==> config.mk <==
export PLATFORM = sky130hd
export DESIGN_NAME = fetch_unit
export DESIGN_NICKNAME = d
export VERILOG_FILES = /design/src/rtl/cpu_pkg.sv /design/src/rtl/fetch_unit.sv
export SDC_FILE = /design/constraint.sdc
export NUM_CORES = 1
export LEC_CHECK = 0
export BUFFER_PORTS_ARGS = -buffer_cell sky130_fd_sc_hd__buf_2
export CAP_MARGIN = 20
export CELL_PAD_IN_SITES_DETAIL_PLACEMENT = 1
export CELL_PAD_IN_SITES_GLOBAL_PLACEMENT = 1
export CORE_MARGIN = 2
export CORE_UTILIZATION = 37
export CTS_CLUSTER_DIAMETER = 30
export DETAILED_ROUTE_END_ITERATION = 10
export GPL_ROUTABILITY_DRIVEN = 1
export PLACE_DENSITY_LB_ADDON = 0.08
export SLEW_MARGIN = 20
export SYNTH_ARGS = -nofsm -noshare
export SYNTH_HDL_FRONTEND = slang
export SYNTH_SLANG_ARGS = --single-unit
==> constraint.sdc <==
create_clock -name clock -period 3.6 [get_ports clock]
set_input_delay 0.54 -clock clock [delete_from_list [all_inputs] [get_ports clock]]
set_output_delay 0.54 -clock clock [all_outputs]
set_load 0.005 [all_outputs]
==> src/rtl/cpu_pkg.sv <==
// Shared pipeline types for the RV32 core: IF/ID payload, fetch FSM encoding, bubble encoding.
package cpu_pkg;

    localparam logic [31:0] NOP_INSTR = 32'h0000_0013;

    typedef enum logic [1:0] {
        FETCH = 2'd0,
        WAIT  = 2'd1,
        HOLD  = 2'd2,
        DRAIN = 2'd3
    } fetch_state_t;

    typedef struct packed {
        logic [31:0] pc;
        logic [31:0] instr;
    } if_id_data_t;

endpackage

==> src/rtl/fetch_unit.sv <==
// Instruction fetch: owns the PC, issues one outstanding imem request, drives {pc, instr} to IF/ID.
// Latency: request accept to IF/ID capture equals memory latency; 1 instr per 2 cycles at best.
// Backpressure: pc_write=0 parks a returned instruction in buf_q (lossless); NOP bubble otherwise.
module fetch_unit
    import cpu_pkg::fetch_state_t, cpu_pkg::if_id_data_t;
    import cpu_pkg::FETCH, cpu_pkg::WAIT, cpu_pkg::HOLD, cpu_pkg::DRAIN;
#(
    parameter logic [31:0] RESET_PC  = 32'h0000_0000,
    parameter logic [31:0] NOP_INSTR = cpu_pkg::NOP_INSTR
) (
    input  logic        clock,
    input  logic        reset,
    input  logic        pc_write,
    input  logic        redirect_valid,
    input  logic [31:0] redirect_pc,
    output logic        imem_req_valid,
    input  logic        imem_req_ready,
    output logic [31:0] imem_req_addr,
    input  logic        imem_resp_valid,
    input  logic [31:0] imem_resp_data,
    output if_id_data_t fetch_out
);

    fetch_state_t state_q, state_d;
    logic [31:0]  pc_q, pc_d;
    logic [31:0]  buf_q, buf_d;
    logic [31:0]  instr_out;
    logic         req_fire;
    logic         resp_owed;

    always_ff @(posedge clock) begin
        if (reset) begin
            state_q <= FETCH;
            pc_q    <= RESET_PC;
            buf_q   <= NOP_INSTR;
        end else begin
            state_q <= state_d;
            pc_q    <= pc_d;
            buf_q   <= buf_d;
        end
    end

    always_comb begin
        state_d   = state_q;
        pc_d      = pc_q;
        buf_d     = buf_q;
        instr_out = NOP_INSTR;
        req_fire  = (state_q == FETCH) && imem_req_ready;
        resp_owed = 1'b0;

        case (state_q)
            FETCH: begin
                if (req_fire) begin
                    state_d = WAIT;
                end
            end
            WAIT: begin
                if (imem_resp_valid) begin
                    instr_out = imem_resp_data;
                    if (pc_write) begin
                        pc_d    = pc_q + 32'd4;
                        state_d = FETCH;
                    end else begin
                        buf_d   = imem_resp_data;
                        state_d = HOLD;
                    end
                end
            end
            HOLD: begin
                instr_out = buf_q;
                if (pc_write) begin
                    pc_d    = pc_q + 32'd4;
                    buf_d   = NOP_INSTR;
                    state_d = FETCH;
                end
            end
            DRAIN: begin
                if (imem_resp_valid) begin
                    state_d = FETCH;
                end
            end
            default: begin
                state_d = FETCH;
            end
        endcase

        // A redirect discards whatever this cycle produced; only an in-flight response forces DRAIN.
        if (redirect_valid) begin
            pc_d      = redirect_pc & ~32'd3;
            buf_d     = NOP_INSTR;
            instr_out = NOP_INSTR;
            resp_owed = req_fire
                     || ((state_q == WAIT)  && !imem_resp_valid)
                     || ((state_q == DRAIN) && !imem_resp_valid);
            state_d   = resp_owed ? DRAIN : FETCH;
        end

        imem_req_valid  = (state_q == FETCH);
        imem_req_addr   = pc_q;
        fetch_out.pc    = pc_q;
        fetch_out.instr = instr_out;
    end

endmodule

==> metrics.txt, run 1 <==
f_max 0.3370 GHz; syn avg cell area 8.043 sq um; post-route ant nets 0; Finished Layout Cells 734; slowest cell on the critical path and2_2; Die H 107.2 microns; synth warn 0; # diodes 0; CTS Root Cell clkbuf_8; largest net degree at the start of global routing 51; row count 37; Final Hold Fails 0; worst hold stages 3; H-Tree Depth 3; WP data arrival 2430 ps; ys async rst share 0%; Setup crit end kind primary output; initial antenna violation count 0; fin crit share 82.44%; most frequent cell after synthesis nor2_1; final core occ 46.10%; Netlist cell types 53; total track usage 21.92%; worst vdd ir 0.0001874 V; via count of the routed design 4134; Setup CP Type reg -> out; PnR Total Power 1807 uW; CORE AREA 10320 sq um; insertion delay to the later sink of the worst-skew pair 340 ps; Crit path max-delay family buffers and inverters; die width 107.2 microns; Clock Path Buffers 2; Max Cap Violations 0; P_leak 0.001990 uW; Pwr per Cell Area 379.6 nW/um^2; gp weighted congestion 0.7735; top post-synthesis cells by count 90 x nor2_1, 64 x dfxtp_1, 35 x buf_4, 33 x clkbuf_1; clk sinks 64; HP Class in -> reg; Seq/Total Area, Yosys 32.51%; vias in the first global route 4050; FF-to-FF path depth 7; Wirelength per Cell 17.31 microns; crit path buf inv count 3; vias per inst 5.632; number of I/O port buffers 160; CTS tree yes; Min-Delay Startpoint redirect_pc[16]; Cells after Synth 490; flops & latches, synth 64; top post-synthesis cells by area dfxtp_1 33%, nor2_1 8.6%, buf_4 6.7%; area delta synth->final 20.76%; # nets final 669; post_cts resized 0; Detailed Place HPWL 8845 microns; share of the synthesized area in the top cell type 32.51%; cts bufs inserted 9; Critical R2R Capture imem_req_addr[19]; Post-Route Setup TNS 0 ps; Main synth FF type dfxtp_1; worst r2r src state_q[0]; Slew Limit Headroom 52.13%; Final min period 2968 ps; Worst EP required 3060 ps; area of the die 11490 sq um; Final Max Slew Viols 0; 1st-pass router iterations 4; Hold Slack 447.1 ps; layout cells sized above 1 32.11%; first-pass GRT wire length 20380 microns; Setup crit start kind register; crit path max fanout 40; CTS Hold Bufs 0; io pins 167; status completed; Cell Area, Synth 3941 sq um; number of flops mapped to enable cells by yosys 0; setup bufs post-CTS 0; Initial Utilization 38.18%; final wirelength 12700 microns; # setup viols final 0; clock skew 12.84 ps; starting DRC count in detailed routing 192; CP peak stage delay 440 ps; Remaining DRCs 0; Endpoint, Worst Hold imem_req_addr[16]; Cells after DPL 719; GR Overflow Total 0; worst slew pin tran 718.1 ps; worst-path cell chain inv_1 -> ha_1 -> and2_2 -> buf_4 -> a22oi_1 -> nor2_1 -> buf_2; Reg clk slew, reported paths 80 ps; RSZ-0062 raised after global routing no; reg-to-reg slack, setup 1020 ps; post-synth top area cell dfxtp_1
==> worst max path at each step <==
| stage | from | to | slack, ps | depth (start not counted) |
|---|---|---|---|---|
| after CTS | state_q[1] | fetch_out[20] | 630 | 7 |
| after floorplan | state_q[1] | fetch_out[29] | 1370 | 9 |
| after global placement | state_q[1] | fetch_out[11] | 1050 | 7 |
| after detailed placement | state_q[0] | imem_req_addr[17] | 1000 | 7 |
| final | state_q[1] | fetch_out[30] | 630 | 7 |
| after global routing | state_q[1] | fetch_out[15] | 440 | 7 |
==> final cells by class <==
cell class,count,area [sq um]
multi-input combinational,345,2227
tap,136,170.2
sequential,64,1281
fill,1332,5564
timing repair buffer,166,845.8
clock buffer,12,165.2
clock inverter,3,40.04
inverter,8,30.03
==> power by group <==
| group | switching (uW) | internal (uW) |
|---|---|---|
| combinational | 210 | 145 |
| sequential | 47.3 | 741 |
| clock | 291 | 371 |
==> cells in the final DEF, fill, tap and decap left out, drive strengths merged, types with 5 or more instances in the layout <==
cell / count
a32oi: 29
and4: 7
dfxtp: 64
and3: 7
nand2: 25
nand2b: 6
or2: 6
ha: 5
nand4: 18
a31oi: 7
a311oi: 16
or4: 12
inv: 8
buf: 166
clkbuf: 12
and2: 8
nor2b: 5
nor2: 90
o31ai: 12
a211oi: 6
nand3: 6
a22oi: 29
xor2: 6
==> kinds of logic (layout without fill, tap and decap cells) <==
kind of cell             count (synthesis)  in the layout  synth area share, %
flip-flops                              64             64                32.51
AO/OA/AOI/OAI                          124            124                25.30
adder cells (fa/ha/maj)                  5              5                1.587
AND/OR/NAND/NOR                        202            202                26.25
multiplexers                             4              4                1.143
buffers and inverters                   84            189                11.78
other                                    1              4              0.09515
XOR/XNOR                                 6              6                1.333
==> per-stage QoR <==
stage,setup slack [ps],cell area [sq um]
finish,632.3,4760
global route,435.7,4760
CTS,628.3,4760
detailed placement,1001,4554
global placement,1046,4554
floorplan,1370,3953
==> worst reg2reg max path, cell delays in order (launching register included) <==
cell and delay, ps:
dfxtp_1 340, inv_1 90, ha_1 140, buf_4 370
mux2_4 330, nand4_2 350, or4_1 620, a311oi_1 250
==> state kept, by name (all words and copies together), names as in the netlist <==
signal,cells
buf_q,32
imem_req_addr,30
state_q,2
==> metal layers <==
| metal | global-route usage, % | wire length, microns | part of all wire, % |
|---|---|---|---|
| met1 | 29.43 | 5789 | 46 |
| met2 | 35.53 | 6069 | 48 |
| met3 | 4.559 | 718 | 5.7 |
| met4 | 6.030 | 126 | 0.99 |
| met5 | 0 | 0 | 0 |
Note: power is estimated with default switching activity, not from simulation.
==> inputs of run 2 (changes only) <==
--- a/config.mk
+++ b/config.mk
@@ -10,7 +10,7 @@
 export CELL_PAD_IN_SITES_DETAIL_PLACEMENT = 1
 export CELL_PAD_IN_SITES_GLOBAL_PLACEMENT = 1
 export CORE_MARGIN = 2
-export CORE_UTILIZATION = 37
+export CORE_UTILIZATION = 31
 export CTS_CLUSTER_DIAMETER = 30
 export DETAILED_ROUTE_END_ITERATION = 10
 export GPL_ROUTABILITY_DRIVEN = 1
==> constraint.sdc (replaced) <==
create_clock -name clock -period 2.7 [get_ports clock]
set_input_delay 0.405 -clock clock [delete_from_list [all_inputs] [get_ports clock]]
set_output_delay 0.405 -clock clock [all_outputs]
set_load 0.005 [all_outputs]
==> run 2 against run 1 <==
- first-iteration DRC count up 4.2%
- power up 50%
- setup slack worse by 400 ps
==> metrics.txt, run 2 (synthesized netlist as in run 1, its figures left out) <==
CTS Hold Bufs 0 (unchanged); Max Cap Violations 0 (unchanged); max reg flops 32 (unchanged); area delta synth->final 25.30%; cell internal pwr 1935 uW (+54%); WP data arrival 2710 ps (+280 ps); register bank with the most flops buf_q; Initial Utilization 31.49% (-6.7 points); most common cell after layout, fill and taps aside buf_2; final wirelength 13340 microns (+5.0%); Finished Layout Cells 774 (+5.4%); Comb pwr share 18.0% (-1.7 points); Setup crit end kind register; starting DRC count in detailed routing 200 (+4.2%); worst slew pin tran 600.9 ps (-117.1 ps); reg-to-reg slack, setup 230 ps (-790 ps); via count of the routed design 4178 (+1.1%); RSZ-0062 raised after global routing no; Remaining DRCs 0 (unchanged); post_cts resized 0 (unchanged); number of I/O port buffers 160 (unchanged); Psw 777.5 uW (+42%); CP peak stage delay 620 ps (+180 ps); vias per inst 5.398 (-4.2%); insertion delay to the later sink of the worst-skew pair 330 ps (about the same); CORE AREA 12520 sq um (+21%); Setup crit start kind register; total track usage 19.22% (-2.7 points); Die H 116.8 microns (+8.9%); die width 116.8 microns (+8.9%); Cells after DPL 758 (+5.4%); Placed Area 4634 sq um (+1.8%); area of the die 13630 sq um (+19%); setup bufs post-CTS 0 (unchanged); largest net degree at the start of global routing 59 (+16%); worst-path cell chain inv_1 -> ha_1 -> mux2_4 -> nand4_2 -> or4_1 -> a311oi_1; gp weighted congestion 0.7525 (-2.7%); # setup viols final 0 (unchanged); first-pass GRT wire length 20680 microns (+1.5%); Worst EP required 2950 ps (-110 ps); layout cells sized above 1 32.56% (+0.45 points); crit path max fanout 16 (-60%); vias in the first global route 4008 (-1.0%); final instance area 4938 sq um (+3.8%); Wirelength per Cell 17.23 microns (-0.43%); # diodes 0 (unchanged); Clock Path Buffers 2 (unchanged); Final Max Slew Viols 0 (unchanged); Detailed Place HPWL 9294 microns (+5.1%); H-Tree Depth 3 (unchanged); Setup CP Type reg -> reg; post-route ant nets 0 (unchanged); fin crit share 91.35%; Switching Fraction 28.66% (-1.7 points); Final min period 2466 ps; # nets final 672 (+0.45%); Reg clk slew, reported paths 50 ps (-30 ps); worst vdd ir 0.0004171 V (+120%); Reg power frac 38.9% (-4.8 points); clock skew 3.022 ps (-9.818 ps); clk sinks 64 (unchanged); row count 41 (+11%); Clk pwr share 43.1% (+6.4 points); slowest cell on the critical path or4_1; status completed; cts bufs inserted 9 (unchanged); GR Overflow Total 0 (unchanged); most frequent cells in the layout 160 x buf_2, 90 x nor2_1, 64 x dfxtp_1, 29 x a22oi_1, 29 x a32oi_1; P_leak 0.002055 uW (+3.2%); Final Hold Fails 0 (unchanged); HP Class in -> reg; 1st-pass router iterations 4 (unchanged); CTS tree yes; io pins 167 (unchanged); initial antenna violation count 0 (unchanged); CTS Root Cell clkbuf_16; Pwr per Cell Area 549.2 nW/um^2 (+45%); Slew Limit Headroom 59.94% (+7.8 points); Crit path max-delay family simple AND/OR/NAND/NOR gates; f_max 0.4054 GHz; Post-Route Setup TNS 0 ps (unchanged); crit path buf inv count 1 (-2)
==> run 2: cell types whose count changed in the layout (fill, tap and decap cells not counted), sizes merged <==
cell / previous run / this run
buf: 166 / 169
clkbuf: 12 / 14
bufinv: 1 / 0
==> run 2: layout make-up <==
type	count	area (sq um)
fill	1597	7579
multi-input combinational	345	2227
sequential	64	1281
timing repair buffer	169	880.8
clock buffer	14	294.0
tap	172	215.2
inverter	8	30.03
clock inverter	2	10.01
==> run 2: final timing paths <==
path,from,end,cells past startpoint
max,state_q[1],imem_req_addr[19],6
max reg2reg,state_q[1],imem_req_addr[19],6
min reg2reg,buf_q[12],buf_q[12],2
min,redirect_pc[23],imem_req_addr[23],3
==> run 2: metrics by stage <==
step	util, %	hold WS [ps]	total power, uW	setup WS [ps]
after floorplan	-	445.0	1379	604.6
final	39.45	337.3	2712	233.6
after global routing	39.45	330.5	2853	45.91
after global placement	37.03	454.4	1555	354.7
after detailed placement	37.03	474.7	1569	237.7
after CTS	39.45	322.9	2760	233.2
==> run 2: per-layer routing <==
metal  wire [microns]  share of wire, %  up-vias  global-route usage [%]
met5                0                 0        -                       0
met4              166               1.2        0                   4.706
met3              681               5.1       14                   4.567
met2             6149                46      117                   30.33
met1             6341                48     2024                   26.51
li1                 -                 -     2023                       -
==> run 2: worst reg2reg max path: stages (launching register included) <==
cell and delay [ps]:
dfxtp_1 330, inv_1 110, ha_1 380, mux2_4 320, nand4_2 370, or4_1 620, a311oi_1 250
==> run 2: power groups by stage <==
stage                     registers, uW  logic (uW)  clock network, uW
after global routing               1060         543               1250
after floorplan                    1060         319                  0
after detailed placement           1080         494                  0
final                              1050         489               1170
after global placement             1070         484                  0
after CTS                          1060         495               1210
